## config.mk

```make
export PLATFORM = sky130hd
export DESIGN_NAME = ma_acc_stage
export DESIGN_NICKNAME = d
export VERILOG_FILES = /design/src/rtl/ma_acc_stage.sv
export SDC_FILE = /design/constraint.sdc
export NUM_CORES = 1
export LEC_CHECK = 0
export BUFFER_PORTS_ARGS = -buffer_cell sky130_fd_sc_hd__buf_2
export CAP_MARGIN = 15
export CORE_MARGIN = 2
export CORE_UTILIZATION = 53
export DETAILED_ROUTE_END_ITERATION = 8
export MAX_ROUTING_LAYER = met4
export PLACE_DENSITY = 0.91
export SLEW_MARGIN = 25
export SYNTH_ARGS = -nofsm -noshare
export SYNTH_HDL_FRONTEND = slang
export SYNTH_SLANG_ARGS = --single-unit
export TNS_END_PERCENT = 100
```

## constraint.sdc

```tcl
create_clock -name clk -period 5.2 [get_ports clk]
set_input_delay 1.04 -clock clk [delete_from_list [all_inputs] [get_ports clk]]
set_output_delay 1.04 -clock clk [all_outputs]
set_load 0.01 [all_outputs]
```

## src/rtl/ma_acc_stage.sv

```systemverilog
// Approximate accumulate stage: sums the upper operand field exactly and pins the low BORDER bits to a median pattern.
// Optional build macro MA_ACC_SATURATE_EN clamps the upper field on overflow and reports it on out_sat.
module ma_acc_stage #(
  parameter int BITWIDTH = 8,
  parameter int BORDER   = 2,
  parameter int LENGTH   = 4,
  parameter int ACCWIDTH = 10
) (
  input  logic                      clk,
  input  logic                      rst_n,
  input  logic                      in_valid,
  output logic                      in_ready,
  input  logic [BITWIDTH-1:0]       in_data,
  input  logic                      in_last,
  output logic                      out_valid,
  input  logic                      out_ready,
  output logic [ACCWIDTH-1:0]       out_data,
  output logic [$clog2(LENGTH):0]   out_count,
  output logic                      out_sat
);

  // state  | meaning
  // S_ACC  | collecting beats, in_ready=1, no result pending
  // S_HOLD | result pending on out_*, in_ready follows out_ready

  localparam int UW  = ACCWIDTH - BORDER;
  localparam int CW  = $clog2(LENGTH) + 1;
  localparam int MED = ((1 << BORDER) >> 1) - ((BORDER > 0) ? 1 : 0);

  typedef enum logic {S_ACC, S_HOLD} state_t;
  typedef logic [UW-1:0] hi_t;
  typedef logic [CW-1:0] cnt_t;

  state_t                state_q, state_d;
  logic [ACCWIDTH-1:0]   acc_q;
  cnt_t                  cnt_q;
  logic                  sat_q;

  logic                  beat, res_acc, grp_done;
  hi_t                   base_hi, nxt_hi;
  cnt_t                  base_cnt, nxt_cnt;
  logic                  nxt_sat;
  logic                  unused_low;

  // low operand bits are approximated away and never reach the adder
  assign unused_low = ^in_data;

  always_ff @(posedge clk) begin
    if (!rst_n) state_q <= S_ACC;
    else        state_q <= state_d;
  end

  always_comb begin
    state_d = state_q;
    if (grp_done)     state_d = S_HOLD;
    else if (res_acc) state_d = S_ACC;
  end

  always_comb begin
    out_valid = (state_q == S_HOLD);
    in_ready  = rst_n && ((state_q == S_ACC) || out_ready);
  end

  assign beat    = in_valid && in_ready;
  assign res_acc = out_valid && out_ready;

`ifdef MA_ACC_SATURATE_EN
  logic [UW:0] sum;
`endif

  // an accepted result means any same-cycle beat starts a fresh group
  always_comb begin
    base_hi  = res_acc ? '0 : acc_q[ACCWIDTH-1:BORDER];
    base_cnt = res_acc ? '0 : cnt_q;
    nxt_cnt  = base_cnt + cnt_t'(1);
`ifdef MA_ACC_SATURATE_EN
    sum      = {1'b0, base_hi} + {1'b0, hi_t'(in_data[BITWIDTH-1:BORDER])};
    nxt_sat  = (!res_acc && sat_q) || sum[UW];
    nxt_hi   = nxt_sat ? '1 : sum[UW-1:0];
`else
    nxt_sat  = 1'b0;
    nxt_hi   = base_hi + hi_t'(in_data[BITWIDTH-1:BORDER]);
`endif
    grp_done = beat && (in_last || (nxt_cnt == cnt_t'(LENGTH)));
  end

  always_ff @(posedge clk) begin
    if (!rst_n) begin
      acc_q <= '0;
      cnt_q <= '0;
      sat_q <= 1'b0;
    end else if (beat) begin
      acc_q <= (ACCWIDTH'(nxt_hi) << BORDER) | ACCWIDTH'(MED);
      cnt_q <= nxt_cnt;
      sat_q <= nxt_sat;
    end else if (res_acc) begin
      acc_q <= '0;
      cnt_q <= '0;
      sat_q <= 1'b0;
    end
  end

  assign out_data  = acc_q;
  assign out_count = cnt_q;
  assign out_sat   = sat_q;

endmodule

```

==> impl_metrics.json, run 1 <==
{
  "yosysSeqAreaShare": 0.294,
  "setup_ws_ns": 2.38,
  "yosysUniqueCellTypes": 38,
  "syn-cell-area_sq_um": 885,
  "cp-start-kind": "input pin",
  "wl_per_cell_um": 13.6,
  "whs_ns": 0.448,
  "wl_mm": 1.91,
  "async_flop_share": 0,
  "ys_warn_count": 0,
  "ys_ff_latch": 13,
  "initial_core_util": 0.574,
  "power.leakage_nw": 0.532,
  "dieArea_sq_um": 2010,
  "critPathKind": "in -> reg",
  "cts_tree": "done",
  "cts_root_buffer": "clkbuf_4",
  "period_needed_ns": 2.82,
  "drive_above_1_share": 0.274,
  "overflow": 0,
  "hpwl_mm": 1.49,
  "grt.total_usage": 0.224,
  "syn_inst": 101,
  "htreeDepth": 1,
  "synth_edf_count": 0,
  "placeableCoreArea_sq_um": 1540,
  "grt_pass1_wl_mm": 3.18,
  "ir_drop_v": 0.000144,
  "worst_ep_required_time_ns": 5.42,
  "yosys-top-cells-area": "dfxtp_1 (29%), ha_1 (11%), and2_1 (7.1%), nand2_1 (6.4%), mux2i_1 (4.5%)",
  "clkSlewWorstSetupHoldPaths_ns": 0.08,
  "tns_ns": 0,
  "cts-resized-gates": 0,
  "yosys_most_used_dff": "dfxtp_1",
  "avgSynthCellArea_sq_um": 8.76,
  "drtIter0Drc": 17,
  "post_cts_buffers": 0,
  "clock-sinks": 13,
  "hold_buffers": 0,
  "antennaDiodeCount": 0,
  "viasPerCell": 5.79,
  "finalSetupViolCount": 0,
  "drv_slew": 0,
  "rsz0062_at_grt": "no",
  "min_path_type": "reg -> reg",
  "io_pins": 29,
  "num_rows": 14,
  "grt_max_degree": 14,
  "grt_antenna_before_repair": 0,
  "clk_latency_ns": 0.28,
  "finalHoldViolations": 0,
  "outcome": "finished, final reports clean",
  "die_x_um": 44.9,
  "area_growth_pct": 14.7,
  "numCtsBuffers": 3,
  "num_vias": 810,
  "cp_max_fo": 13,
  "dpl_worst_slack_ns": 2.09,
  "gp_congestion": 0.763,
  "clock_skew_ns": 0.00357,
  "fillers": 145,
  "yosysTopAreaCellShare": 0.294,
  "grt_pass1_vias": 754,
  "p_per_area_nw_per_um2": 259,
  "yosys.area.top_type": "dfxtp_1",
  "critical_path_arrival_ns": 3.04,
  "port_buffers": 24,
  "drc_errors": 0,
  "die_y_um": 44.9,
  "clockBufferDepth": 2,
  "critPathCaptureType": "register",
  "period_share": 0.542,
  "ant_nets": 0,
  "maxCapViolCount": 0,
  "fmax_mhz": 355,
  "nNetsFinal": 147,
  "drt_first_pass_iters": 4
}
[stage by stage]
stage / power, W / cell area [sq um] / utilization / instances
2_1_floorplan: 0.000177 / 888 / - / 102
3_3_place_gp: 0.000196 / 988 / 0.641 / 136
3_5_place_dp: 0.000201 / 988 / 0.641 / 136
4_1_cts: 0.000264 / 1010 / 0.658 / 140
5_1_grt: 0.000280 / 1010 / 0.658 / 140
6_report: 0.000262 / 1010 / 0.658 / 140
[Yosys cell counts, drive strengths merged (2+ instances only)]
| master | instances |
|---|---|
| nand2 | 15 |
| mux2i | 4 |
| clkbuf | 2 |
| nand4 | 2 |
| o211ai | 2 |
| xnor2 | 2 |
| a21o | 2 |
| a21oi | 3 |
| o21ai | 5 |
| nand3 | 9 |
| dfxtp | 13 |
| and2 | 12 |
| buf | 4 |
| nand2b | 2 |
| ha | 8 |
[per-layer routing]
metal | track usage | part of all wire | up-vias | wire length, um
li1 | - | - | 405 | -
met1 | 0.250 | 0.43 | 371 | 813
met2 | 0.386 | 0.50 | 29 | 949
met3 | 0.0600 | 0.054 | 5 | 103
met4 | 0.0765 | 0.021 | 0 | 41
met5 | - | 0 | - | 0
[registers in the layout (all words and copies together) (netlist names)]
register and count:
out_valid 1, out_data 9, out_count 3
[where the power goes]
| part | total [W] | internal [W] | switching [W] |
|---|---|---|---|
| sequential | 0.000115 | 0.000109 | 0.00000621 |
| clock | 0.0000639 | 0.0000298 | 0.0000341 |
| combinational | 0.0000835 | 0.0000371 | 0.0000464 |
| total | 0.000262 | 0.000176 | 0.0000867 |
[layout by cell type, fill, tap and decap left out, types with 2 or more instances in the layout]
cell type and n:
buf_2 24, conb_1 2, and2_1 10, dfxtp_1 13, a21oi_1 3, ha_1 8, o21ai_0 4, and2_2 2
mux2i_1 4, clkbuf_4 3, nand4_1 2, xnor2_1 2, nand3_1 8, a21o_1 2, nand2_1 15, o211ai_2 2
[critical path, stage by stage]
cell	delay, ns
buf_2	0.10
nand2_1	0.25
and2_1	0.27
ha_1	0.21
fa_1	0.45
a211oi_1	0.33
o21ai_2	0.10
o211ai_2	0.08
mux2i_1	0.19
[logic make-up after synthesis]
family / share of synthesized area
fa+ha+maj: 0.136
mux: 0.0453
flops: 0.294
compound gates: 0.174
buf+inv: 0.0495
simple gates: 0.267
other cells: 0.00424
xor+xnor: 0.0297
[final cells by class]
cell class | instances | area (sq um) | share of cell area
timing repair buffer | 24 | 120 | 0.118
inverter | 1 | 3.75 | 0.00370
clock buffer | 4 | 26.3 | 0.0259
multi-input combinational | 82 | 584 | 0.576
sequential | 13 | 260 | 0.256
tap | 16 | 20.0 | 0.0197
[final timing paths]
kind                                  from  slack, ns  cells past startpoint                        to
setup / recovery                 out_ready       2.38                      9  out_data[8]$_SDFFE_PN0P_
hold / removal    out_data[0]$_SDFFE_PN0P_       0.45                      2  out_data[0]$_SDFFE_PN0P_
setup reg to reg    out_valid$_SDFFE_PN0P_       2.76                      8  out_data[8]$_SDFFE_PN0P_
hold reg to reg   out_data[0]$_SDFFE_PN0P_       0.45                      2  out_data[0]$_SDFFE_PN0P_
No activity file was read; power rests on OpenSTA's default activity.
==> inputs of run 2 (changes only) <==
Settings changed: ABC_AREA set to 1, CORE_UTILIZATION 53 to 49, PLACE_DENSITY 0.91 to 0.86.
Clock period 5.2 ns to 2.65 ns, I/O delays scaled along.
==> impl_metrics.json, run 2 <==
{
  "cts-resized-gates": 0,
  "die_x_um": 46.4,
  "cp-start-kind": "register",
  "yosysTopAreaCellShare": 0.296,
  "cp_max_fo": 9,
  "fmax_mhz": 528,
  "final_core_util": 0.604,
  "drt_first_pass_iters": 5,
  "maxCapViolCount": 0,
  "power.leakage_nw": 0.603,
  "clk_latency_ns": 0.28,
  "finalSetupViolCount": 0,
  "nNetsFinal": 178,
  "num_vias": 859,
  "synthXorXnorAreaFrac": 0.0299,
  "hpwl_mm": 1.45,
  "wl_mm": 1.79,
  "grt_max_degree": 13,
  "grt_pass1_vias": 742,
  "fillers": 162,
  "yosys.area.top_type": "dfxtp_1",
  "clock_power_share": 0.233,
  "placeableCoreArea_sq_um": 1710,
  "wl_met1_um": 748,
  "layout_common_cells": "nand2_1 (38), inv_1 (24), buf_2 (24)",
  "avgSynthCellArea_sq_um": 6.82,
  "p_per_area_nw_per_um2": 502,
  "num_rows": 15,
  "grt_antenna_before_repair": 0,
  "p_sw_frac": 0.342,
  "crit_family": "adder cells",
  "outcome": "finished, final reports clean",
  "wl_met3_um": 101,
  "ant_nets": 0,
  "min_path_type": "reg -> reg",
  "htreeDepth": 1,
  "synth_adder_area_share": 0.137,
  "critical_path_arrival_ns": 2.07,
  "ys_warn_count": 0,
  "r2r_end": "out_data[8]$_SDFFE_PN0P_",
  "cts_root_buffer": "clkbuf_4",
  "tns_ns": 0,
  "r2r_setup_slack_ns": 0.76,
  "dpl_worst_slack_ns": 0.476,
  "final_common_cell": "nand2_1",
  "whs_ns": 0.472,
  "period_needed_ns": 1.89,
  "top_layer": "met4",
  "async_flop_share": 0,
  "seq_power_share": 0.432,
  "synth_common_cells": "nand2_1 (38), inv_1 (24), dfxtp_1 (13)",
  "rsz0062_at_grt": "no",
  "grt_pass1_wl_mm": 2.84,
  "drc_errors": 0,
  "yosys-top-cells-area": "dfxtp_1 (30%), nand2_1 (16%), ha_1 (11%), inv_1 (10%), o21ai_0 (4.6%)",
  "viasPerCell": 4.77,
  "endpoint": "out_data[8]$_SDFFE_PN0P_",
  "clockBufferDepth": 2,
  "setup_ws_ns": 0.756,
  "syn-cell-area_sq_um": 880,
  "p_int_w": 0.000341,
  "yosysMostFrequentCell": "nand2_1",
  "synth-simple-area-share": 0.283,
  "critPathKind": "reg -> reg",
  "dieArea_sq_um": 2150,
  "cp_common_cell": "nand2_1",
  "synth_top_family_by_area": "simple AND/OR/NAND/NOR gates",
  "gp_congestion": 0.887,
  "dpl.cell_count": 176,
  "drtIter0Drc": 10,
  "initial_core_util": 0.515,
  "dr_wl_met2_um": 921,
  "final-instance-count-excl-fill": 180,
  "numCtsBuffers": 3,
  "critPathCaptureType": "register",
  "port_buffers": 24,
  "critPathLaunch": "out_valid$_SDFFE_PN0P_",
  "ys_ff_latch": 13,
  "area_growth_pct": 17.4,
  "finalHoldViolations": 0,
  "p_comb_frac": 0.335,
  "r2r-start": "out_valid$_SDFFE_PN0P_",
  "largest_reg_flops": 9,
  "io_pins": 29,
  "die_y_um": 46.4,
  "clkSlewWorstSetupHoldPaths_ns": 0.08,
  "critical-path-max-stage-delay_ns": 0.42,
  "wl_per_cell_um": 9.92,
  "r2r_cells": 11,
  "overflow": 0,
  "post_cts_buffers": 0,
  "synth.area.mux_share": 0,
  "syn_inst": 129,
  "path_cells": "nand2_2, nand2_1, inv_1, ha_1, fa_1, nand3_1, nand2_1, nand2_1, nand2_1, a21oi_1, nor2_1",
  "yosysUniqueCellTypes": 22,
  "ir_drop_v": 0.000395,
  "grt.total_usage": 0.189,
  "synth_edf_count": 0,
  "yosysSeqAreaShare": 0.296,
  "period_share": 0.715,
  "p_sw_w": 0.000177,
  "yosys_most_used_dff": "dfxtp_1",
  "worst_ep_required_time_ns": 2.82,
  "clock-sinks": 13,
  "antennaDiodeCount": 0,
  "synth-compound-area-share": 0.104,
  "critPathSlowestCell": "fa_1",
  "drv_slew": 0,
  "crit_cells": 11,
  "hold_buffers": 0,
  "drive_above_1_share": 0.219,
  "crit_buf_inv": 1,
  "clock_skew_ns": 0.00354,
  "cts_tree": "done"
}
## run 2: stage by stage
step | instance area (sq um) | total power (W)
5_1_grt | 1030 | 0.000562
3_3_place_gp | 1000 | 0.000394
6_report | 1030 | 0.000518
4_1_cts | 1030 | 0.000524
2_1_floorplan | 883 | 0.000354
3_5_place_dp | 1000 | 0.000402
## run 2: tightest hold or removal path: cells and delay by family (launching register included)
family,cells,cell delay [ns]
DFF,1,0.31
and+or+nand+nor,2,0.12
## run 2: final cells by class
cell class	count	area (sq um)	area share
clock buffer	3	22.5	0.0218
multi-input combinational	89	494	0.479
timing repair buffer	24	120	0.116
clock inverter	1	5.00	0.00485
inverter	25	98.8	0.0958
tap	25	31.3	0.0303
sequential	13	260	0.252
## run 2: how the worst min path moves through the flow
stage	from	endpoint	slack (ns)	cells after the start
2_1_floorplan	out_data[0]$_SDFFE_PN0P_	out_data[0]$_SDFFE_PN0P_	0.49	2
3_3_place_gp	out_data[0]$_SDFFE_PN0P_	out_data[0]$_SDFFE_PN0P_	0.46	2
3_5_place_dp	out_data[0]$_SDFFE_PN0P_	out_data[0]$_SDFFE_PN0P_	0.47	2
4_1_cts	out_data[0]$_SDFFE_PN0P_	out_data[0]$_SDFFE_PN0P_	0.48	2
5_1_grt	out_data[0]$_SDFFE_PN0P_	out_data[0]$_SDFFE_PN0P_	0.49	2
6_report	out_data[0]$_SDFFE_PN0P_	out_data[0]$_SDFFE_PN0P_	0.47	2
## run 2: cell families after synthesis
kind of cell	Yosys count
buffers and inverters	28
and+or+nand+nor	58
adders and majority gates	9
AOI/OAI and AO/OA	17
other	1
DFF	13
xor gates and xnor gates	3
## run 2: layer usage
layer	global-route usage	up-vias
li1	-	450
met3	0.0627	2
met4	0.0629	0
met2	0.311	26
met5	-	-
met1	0.213	381
## run 2: power groups by stage
stage / logic (W) / registers, W / clock network (W)
4_1_cts: 0.000175 / 0.000224 / 0.000125
6_report: 0.000174 / 0.000224 / 0.000121
2_1_floorplan: 0.000116 / 0.000238 / 0
3_3_place_gp: 0.000166 / 0.000227 / 0
5_1_grt: 0.000197 / 0.000226 / 0.000139
3_5_place_dp: 0.000173 / 0.000229 / 0
